--- config.mk ---
export PLATFORM = sky130hd
export DESIGN_NAME = tick_serial_tx_flat
export DESIGN_NICKNAME = d
export VERILOG_FILES = /design/src/rtl/tick_serial_tx_if.sv /design/src/rtl/tick_serial_tx.sv /design/src/flat_wrapper.sv
export SDC_FILE = /design/constraint.sdc
export NUM_CORES = 1
export LEC_CHECK = 0
export ABC_AREA = 1
export ABC_CLOCK_PERIOD_IN_PS = 3800
export CORE_AREA = 5 5 54 56
export CTS_CLUSTER_DIAMETER = 200
export DETAILED_ROUTE_END_ITERATION = 12
export DIE_AREA = 0 0 59 61
export PLACE_DENSITY = 0.81
export SYNTH_ARGS = -nofsm -noshare
export SYNTH_HDL_FRONTEND = slang
export SYNTH_SLANG_ARGS = --single-unit
--- constraint.sdc ---
create_clock -name clk -period 3.8 [get_ports clk]
set_input_delay 0.76 -clock clk [delete_from_list [all_inputs] [get_ports clk]]
set_output_delay 0.76 -clock clk [all_outputs]
set_load 0.03 [all_outputs]
--- src/rtl/tick_serial_tx_if.sv ---
// Word-transfer port of the tick-paced serial transmitter.
// Handshake: a word moves on a rising clk edge where valid=1 and ready=1.
// data_in only needs to be stable on that edge. valid may be raised at any time,
// and a producer may keep it high across back-to-back words.
interface tick_serial_tx_if #(
  parameter int DATA_W = 8
);
  logic [DATA_W-1:0] data_in;
  logic              valid;
  logic              ready;

  modport master (output data_in, output valid, input ready);
  modport slave  (input data_in, input valid, output ready);
endinterface

--- src/rtl/tick_serial_tx.sv ---
// Tick-paced serial transmitter.
// A word accepted on the bus is sent LSB-first as: start bit, DATA_W data bits,
// an optional parity bit, then STOP_BITS stop bits. The line advances one bit
// per cycle with tick=1 and holds its value while tick stays low.
// The state is exposed on state_dbg for observation.
module tick_serial_tx #(
  parameter int DATA_W     = 8,
  parameter int STOP_BITS  = 1,
  parameter int PARITY_EN  = 0,
  parameter int PARITY_ODD = 0
) (
  input  logic             clk,
  input  logic             rst,        // asynchronous, active low
  input  logic             tick,
  tick_serial_tx_if.slave  bus,
  output logic             tx,
  output logic             busy,
  output logic             done,
  output logic [2:0]       state_dbg
);

  localparam int CNT_W = $clog2(DATA_W) + 1;
  localparam logic [CNT_W-1:0] BIT_LAST  = CNT_W'(DATA_W - 1);
  localparam logic [2:0]       STOP_LAST = 3'(STOP_BITS - 1);
  localparam logic             PAR_ODD   = (PARITY_ODD != 0);
  localparam logic             PAR_ON    = (PARITY_EN != 0);

  typedef enum logic [2:0] {
    S_IDLE   = 3'd0,
    S_ARMED  = 3'd1,
    S_START  = 3'd2,
    S_DATA   = 3'd3,
    S_PARITY = 3'd4,
    S_STOP   = 3'd5
  } state_t;

  state_t            state_q, state_d;
  logic [DATA_W-1:0] shift_q, shift_d;
  logic [CNT_W-1:0]  bit_cnt_q, bit_cnt_d;
  logic [2:0]        stop_cnt_q, stop_cnt_d;
  logic              parity_q, parity_d;
  logic              tx_q, tx_d;
  logic              ready_q, ready_d;
  logic              busy_q, busy_d;
  logic              done_q, done_d;

  // Register every piece of state; reset idles the line immediately and drops any frame.
  always_ff @(posedge clk or negedge rst) begin
    if (!rst) begin
      state_q    <= S_IDLE;
      shift_q    <= '0;
      bit_cnt_q  <= '0;
      stop_cnt_q <= '0;
      parity_q   <= 1'b0;
      tx_q       <= 1'b1;
      ready_q    <= 1'b1;
      busy_q     <= 1'b0;
      done_q     <= 1'b0;
    end else begin
      state_q    <= state_d;
      shift_q    <= shift_d;
      bit_cnt_q  <= bit_cnt_d;
      stop_cnt_q <= stop_cnt_d;
      parity_q   <= parity_d;
      tx_q       <= tx_d;
      ready_q    <= ready_d;
      busy_q     <= busy_d;
      done_q     <= done_d;
    end
  end

  // Next-state logic: only acceptance moves out of IDLE; all other moves wait for a tick.
  always_comb begin
    state_d    = state_q;
    shift_d    = shift_q;
    bit_cnt_d  = bit_cnt_q;
    stop_cnt_d = stop_cnt_q;
    parity_d   = parity_q;
    tx_d       = tx_q;
    ready_d    = ready_q;
    busy_d     = busy_q;
    done_d     = 1'b0;

    case (state_q)
      S_IDLE: begin
        tx_d = 1'b1;
        if (bus.valid && ready_q) begin
          shift_d  = bus.data_in;
          parity_d = (^bus.data_in) ^ PAR_ODD;
          ready_d  = 1'b0;
          busy_d   = 1'b1;
          state_d  = S_ARMED;
        end
      end
      S_ARMED: begin
        // A tick on the acceptance edge was seen in IDLE, so it is not counted here.
        if (tick) begin
          tx_d    = 1'b0;
          state_d = S_START;
        end
      end
      S_START: begin
        if (tick) begin
          tx_d      = shift_q[0];
          shift_d   = shift_q >> 1;
          bit_cnt_d = '0;
          state_d   = S_DATA;
        end
      end
      S_DATA: begin
        if (tick) begin
          if (bit_cnt_q < BIT_LAST) begin
            tx_d      = shift_q[0];
            shift_d   = shift_q >> 1;
            bit_cnt_d = bit_cnt_q + 1'b1;
          end else if (PAR_ON) begin
            tx_d    = parity_q;
            state_d = S_PARITY;
          end else begin
            tx_d       = 1'b1;
            stop_cnt_d = '0;
            state_d    = S_STOP;
          end
        end
      end
      S_PARITY: begin
        if (tick) begin
          tx_d       = 1'b1;
          stop_cnt_d = '0;
          state_d    = S_STOP;
        end
      end
      S_STOP: begin
        if (tick) begin
          if (stop_cnt_q == STOP_LAST) begin
            tx_d    = 1'b1;
            ready_d = 1'b1;
            busy_d  = 1'b0;
            done_d  = 1'b1;
            state_d = S_IDLE;
          end else begin
            stop_cnt_d = stop_cnt_q + 3'd1;
          end
        end
      end
      default: begin
        tx_d    = 1'b1;
        ready_d = 1'b1;
        busy_d  = 1'b0;
        state_d = S_IDLE;
      end
    endcase
  end

  assign bus.ready = ready_q;
  assign tx        = tx_q;
  assign busy      = busy_q;
  assign done      = done_q;
  assign state_dbg = state_q;

endmodule

--- src/flat_wrapper.sv ---
// flat-port wrapper written by rule: the top's interface ports become plain ports
module tick_serial_tx_flat 
#(
  parameter int DATA_W     = 8,
  parameter int STOP_BITS  = 1,
  parameter int PARITY_EN  = 0,
  parameter int PARITY_ODD = 0
)
  (clk, rst, tick, tx, busy, done, state_dbg, bus_data_in, bus_valid, bus_ready);
  tick_serial_tx_if #(.DATA_W(DATA_W)) bus_i ();
  input  logic clk;
  input  logic rst;
  input  logic tick;
  output logic tx;
  output logic busy;
  output logic done;
  output logic [2:0] state_dbg;
  input wire logic [$bits(bus_i.data_in)-1:0] bus_data_in;
  input wire logic [$bits(bus_i.valid)-1:0] bus_valid;
  output wire logic [$bits(bus_i.ready)-1:0] bus_ready;
  assign bus_i.data_in = bus_data_in;
  assign bus_i.valid = bus_valid;
  assign bus_ready = bus_i.ready;
  tick_serial_tx #(.DATA_W(DATA_W), .STOP_BITS(STOP_BITS), .PARITY_EN(PARITY_EN), .PARITY_ODD(PARITY_ODD)) u_core (.clk(clk), .rst(rst), .tick(tick), .bus(bus_i), .tx(tx), .busy(busy), .done(done), .state_dbg(state_dbg));
endmodule
# == After elaboration in Yosys (flattened, before gate mapping) ==
# Index checks and enable logic that the tools add are counted.
# totals
in_bits,12
word_cells,81
output_inout_bits,7
register_bits,22
# op_classes
n_eq_ne,15
n_addsub,2
magnitude_cmp,1
reduce_logical,13
bitwise,1
mux,41
# op_table
cell,n
$mux W3,13
$mux W8,4
$pmux W8 S3,1
$pmux W3 S6,1
$mux W1,14
$ne A2 B2 Y1 const B,7
$mux W4,3
$reduce_and A6 Y1,2
$pmux W3 S3,1
$pmux W4 S2,1
$reduce_and A4 Y1,2
$reduce_and A8 Y1,1
$eq A3 B2 Y1 const B,2
$eq A3 B3 Y1 const B,2
$logic_not A3 Y1,2
$ne A2 B1 Y1 const B,3
$pmux W1 S3,2
$reduce_bool A3 Y1,2
$pmux W1 S5,1
$reduce_and A5 Y1,1
$add A4 B1 Y4 const B,1
$lt A4 B3 Y1 const B,1
$reduce_or A4 Y1,1
$add A3 B1 Y3 const B,1
other kinds (4),4

# == Logic depth before layout (Yosys ltp) ==
# depth
depth_word,4
ltp_mapped,9
mapped_depth_nobuf,9

# == Least setup slack after synthesis ==
# OpenSTA, ideal clock, no wires.
# synth_path
path_type,register to register
startpoint,register u_core.state_q[2] (netlist: u_core.state_dbg[2])
endpoint,register u_core.shift_q[6]
slack_ps,2260
t_arrival_ps,1416
path_buffers,2
synth_period_minus_slack_ps,1540
setup_time_ps,124
stages_incl_launch_ff,9
cell_sequence,dfrtp_1 -> buf_6 -> inv_2 -> nand2_1 -> o21ai_2 -> nand3_4 -> buf_6 -> nand2_1 -> o21ai_2
# synth_between
elab_chain_cells,3
# synth_lines
element,line,rtl
start: declaration,tick_serial_tx.sv:37,"state_t state_q, state_d;"
start signal: assignment,tick_serial_tx.sv:60,state_q <= state_d;
$eq A3 B2 Y1 / $logic_not A3 Y1 (equally long branches),tick_serial_tx.sv:84,case (state_q)
"$ne A2 B1 Y1 (no source line), or another cell as far along",n/a,
$reduce_and A5 Y1 (no source line),n/a,
end signal: assignment,tick_serial_tx.sv:61,shift_q <= shift_d;
end: declaration,tick_serial_tx.sv:38,"logic [DATA_W-1:0] shift_q, shift_d;"
# Parallel ways exist; a longest one is shown, timed or not.
# A chain may end at the register's enable or synchronous reset.

# == Final worst setup path ==
# layout_path
startpoint,register u_core.state_q[2] (netlist: u_core.state_dbg[2])
endpoint,output port state_dbg[2]
# layout_lines
element,line,rtl
end: declaration,flat_wrapper.sv:17,output logic [2:0] state_dbg;
# No word-level cell between the ends.

==> impl_results.md <==
* H-tree levels at 1
* Clk buf depth at 2
* Hold depth at 2
* Status: completed
* Setup violators final at 0
* Largest net degree at the start of global routing at 23
* DRT iter0 DRCs at 27
* Slew HR at 35.0%
* Post-route clock period utilization at 63.7%
* Post-layout instance count excluding filler cells at 212
* Setup TNS at 0 ns
* IO buf count at 18
* Starting density of the core at 54.1%
* WP data required at 3.04 ns
* # Post-CTS Setup Buffers at 0
* Die X at 59 um
* Clk sinks at 22
* Largest cells by area after synthesis: dfrtp_1 39%, nand2_1 15%, o21ai_2 6.1%, nand3_1 4.6%, a21boi_0 4.1%
* Cts bufs inserted at 3
* Nets at 198
* Crit path launch type: flip-flop
* Fin. Hold Viols at 0
* Row cnt at 18
* Vias in the first global route at 1032
* Layout cell share with drive strength beyond 1 at 13.7%
* Sequential cell area at 553 um2
* Syn Inst Count at 164
* Total grt overflow at 0
* Worst Hold Path EP: u_core.shift_q[3]
* Die area at 3600 um2
* PwrDens at 259 nW/um2
* Fmax at 0.413 GHz
* Detail Route Antenna Nets at 0
* Slowest cell delay on critical path at 0.75 ns
* WS Path Type: flip-flop to output pin
* Number of distinct library cells after synthesis at 26
* Worst-path clk slew at 0.13 ns
* CP bufs+invs at 1
* Worst-skew pair later-pin latency at 0.31 ns
* Clock Skew at 0.00355 ns
* CTS Hold Bufs at 0
* Max FO, Critical Path at 10
* Max-cap violation count at 0
* I/O pin cnt at 19
* Fillers at 234
* Core area at 2390 um2
* CP Data Arrival Time at 1.66 ns
* Footprint of the multi-input gates at 654 um2
* Antenna diode count at 0
* Critical Path Stages at 1
* Async SR Flop Fraction at 100%
* Vias per cell at 5.25
* Peak VDD IR at 0.181 mV
* First-pass GRT wire length at 4.26 mm
* Ys flop type: dfrtp_1
* Post-synth EDFFs at 0
* Crit path capture type: output pin
* Gr usage total at 15.1%
* Final slew viol count at 0
* Worst path top cell family by delay: buffers and inverters
* Worst R2R Start: u_core.state_dbg[2]
* Die H at 61 um
* Minimum clock period at 2.42 ns
* RR Endpoint: u_core.shift_q[6]
* Most common cell in the synthesized netlist: nand2_1
* Via count at 1112
* CP max stage cell: clkdlybuf4s50_1
* Pre-Repair DR Iteration Count at 4
* Synth area leader: dfrtp_1
* CP Cell Sequence: clkdlybuf4s50_1
* Worst Hold Class: flip-flop to flip-flop
* Avg WL per Cell at 11.4 um
* Yosys reg bits at 22
* Leak at 0.739 nW
* Placed Cells at 208
* Worst-margin pin slew at 0.972 ns
* Post-Syn Area per Cell at 7.88 um2
* Routability cong. at 0.836
* Root Buffer: clkbuf_4
* Initial antenna violation count at 0
* Syn nets at 179
* FF-to-FF setup slack at 1.95 ns
* HPWL Detailed at 1.85 mm
* Resized Gates After CTS at 0
* YS warnings at 0
* Layout Area Growth over Synthesis at 17.1%
* Most frequent cells after synthesis: 52 x nand2_1, 20 x dfrtp_1, 13 x inv_1, 13 x nor2_1, 12 x nand3_1
* # DRC at 0
* Total Routed Length at 2.42 mm
* HP Start: u_core.shift_q[3]
* Mapped cell area at 1290 um2
* Part of the Yosys area used for sequential elements at 42.8%
* TritonCTS clock tree: built
* Synth top area share at 38.7%
* Reg2Reg Depth at 6
* RSZ-0062 raised after global routing: no
-- worst reg2reg max path, cell delays in order (launching register included) --
cell,delay (ns)
dfrtp_1,0.54
inv_2,0.21
nand2_1,0.31
o21ai_2,0.27
nand3_4,0.22
nand2_1,0.14
o21ai_2,0.06
-- report_power, final --
part	internal [mW]	total (mW)	switching [mW]	leakage, nW
sequential	0.235	0.236	0.000439	0.296
clock	0.0585	0.131	0.0722	0.0210
combinational	0.0136	0.0258	0.0122	0.422
total	0.307	0.392	0.0848	0.739
-- worst max-delay path by stage --
stage	startpoint	endpoint	slack [ns]
after floorplan	u_core.state_dbg[2]	u_core.shift_q[6]	2.26
after global placement	tick	u_core.shift_q[3]	1.59
after detailed placement	tick	u_core.shift_q[6]	1.55
after CTS	u_core.state_dbg[2]	state_dbg[2]	1.37
after global routing	u_core.state_dbg[2]	state_dbg[2]	1.31
final	u_core.state_dbg[2]	state_dbg[2]	1.38
-- layout by cell type (no fill, tap or decap), types with 2 or more instances in the layout --
cell type / synthesis / final
ha_1: 3 / 3
a21oi_1: 2 / 2
clkdlybuf4s50_1: 0 / 18
dfstp_2: 2 / 2
nand2_2: 4 / 4
inv_1: 13 / 13
dfrtp_1: 20 / 20
nor2_1: 13 / 13
o21ai_1: 3 / 3
a21boi_0: 7 / 7
o21ai_0: 6 / 6
nand3_1: 12 / 12
nand4_1: 3 / 3
and3_1: 2 / 2
o21ai_2: 9 / 9
clkbuf_4: 0 / 3
nand2_1: 52 / 52
-- state kept, by name (all words and copies together) (netlist names) --
register           flops
u_core.tx              1
u_core.bus.ready       1
u_core.done            1
u_core.stop_cnt_q      3
u_core.busy            1
u_core.bit_cnt_q       4
u_core.state_dbg       3
u_core.shift_q         8
-- metrics by stage --
stage / worst slack (ns) / power [mW] / hold slack [ns] / cell area [um2] / util [%]
2_1_floorplan: 2.26 / 0.249 / 0.450 / 1290 / -
3_3_place_gp: 1.59 / 0.266 / 0.461 / 1480 / 61.9
3_5_place_dp: 1.55 / 0.266 / 0.472 / 1480 / 61.9
4_1_cts: 1.37 / 0.397 / 0.501 / 1510 / 63.4
5_1_grt: 1.31 / 0.407 / 0.519 / 1510 / 63.4
6_report: 1.38 / 0.392 / 0.494 / 1510 / 63.4
-- layer usage --
| layer | up-vias | track usage, % | share of wire [%] |
|---|---|---|---|
| met1 | 516 | 19.3 | 46 |
| met5 | - | 0 | 0 |
| li1 | 567 | - | - |
| met3 | 2 | 2.77 | 5.1 |
| met2 | 27 | 26.5 | 49 |
| met4 | 0 | 3.24 | 0.74 |
-- layout make-up --
class                   count  area share, %
well taps                  30           2.48
clock buffers               4           2.40
multi-input cells         124           43.2
repair buffers             18           11.9
inverters                  14           3.47
flip-flops and latches     22           36.5
-- logic make-up (layout without fill, tap and decap cells) --
logic type               after synthesis  after routing  synth area share, %
AND/OR/NAND/NOR                       93             93                 32.8
buffers and inverters                 18             36                 6.58
flip-flops                            22             22                 42.8
adder cells (fa/ha/maj)                3              3                 2.90
AO/OA/AOI/OAI                         28             28                 14.9
(Power assumes the default switching activity.)
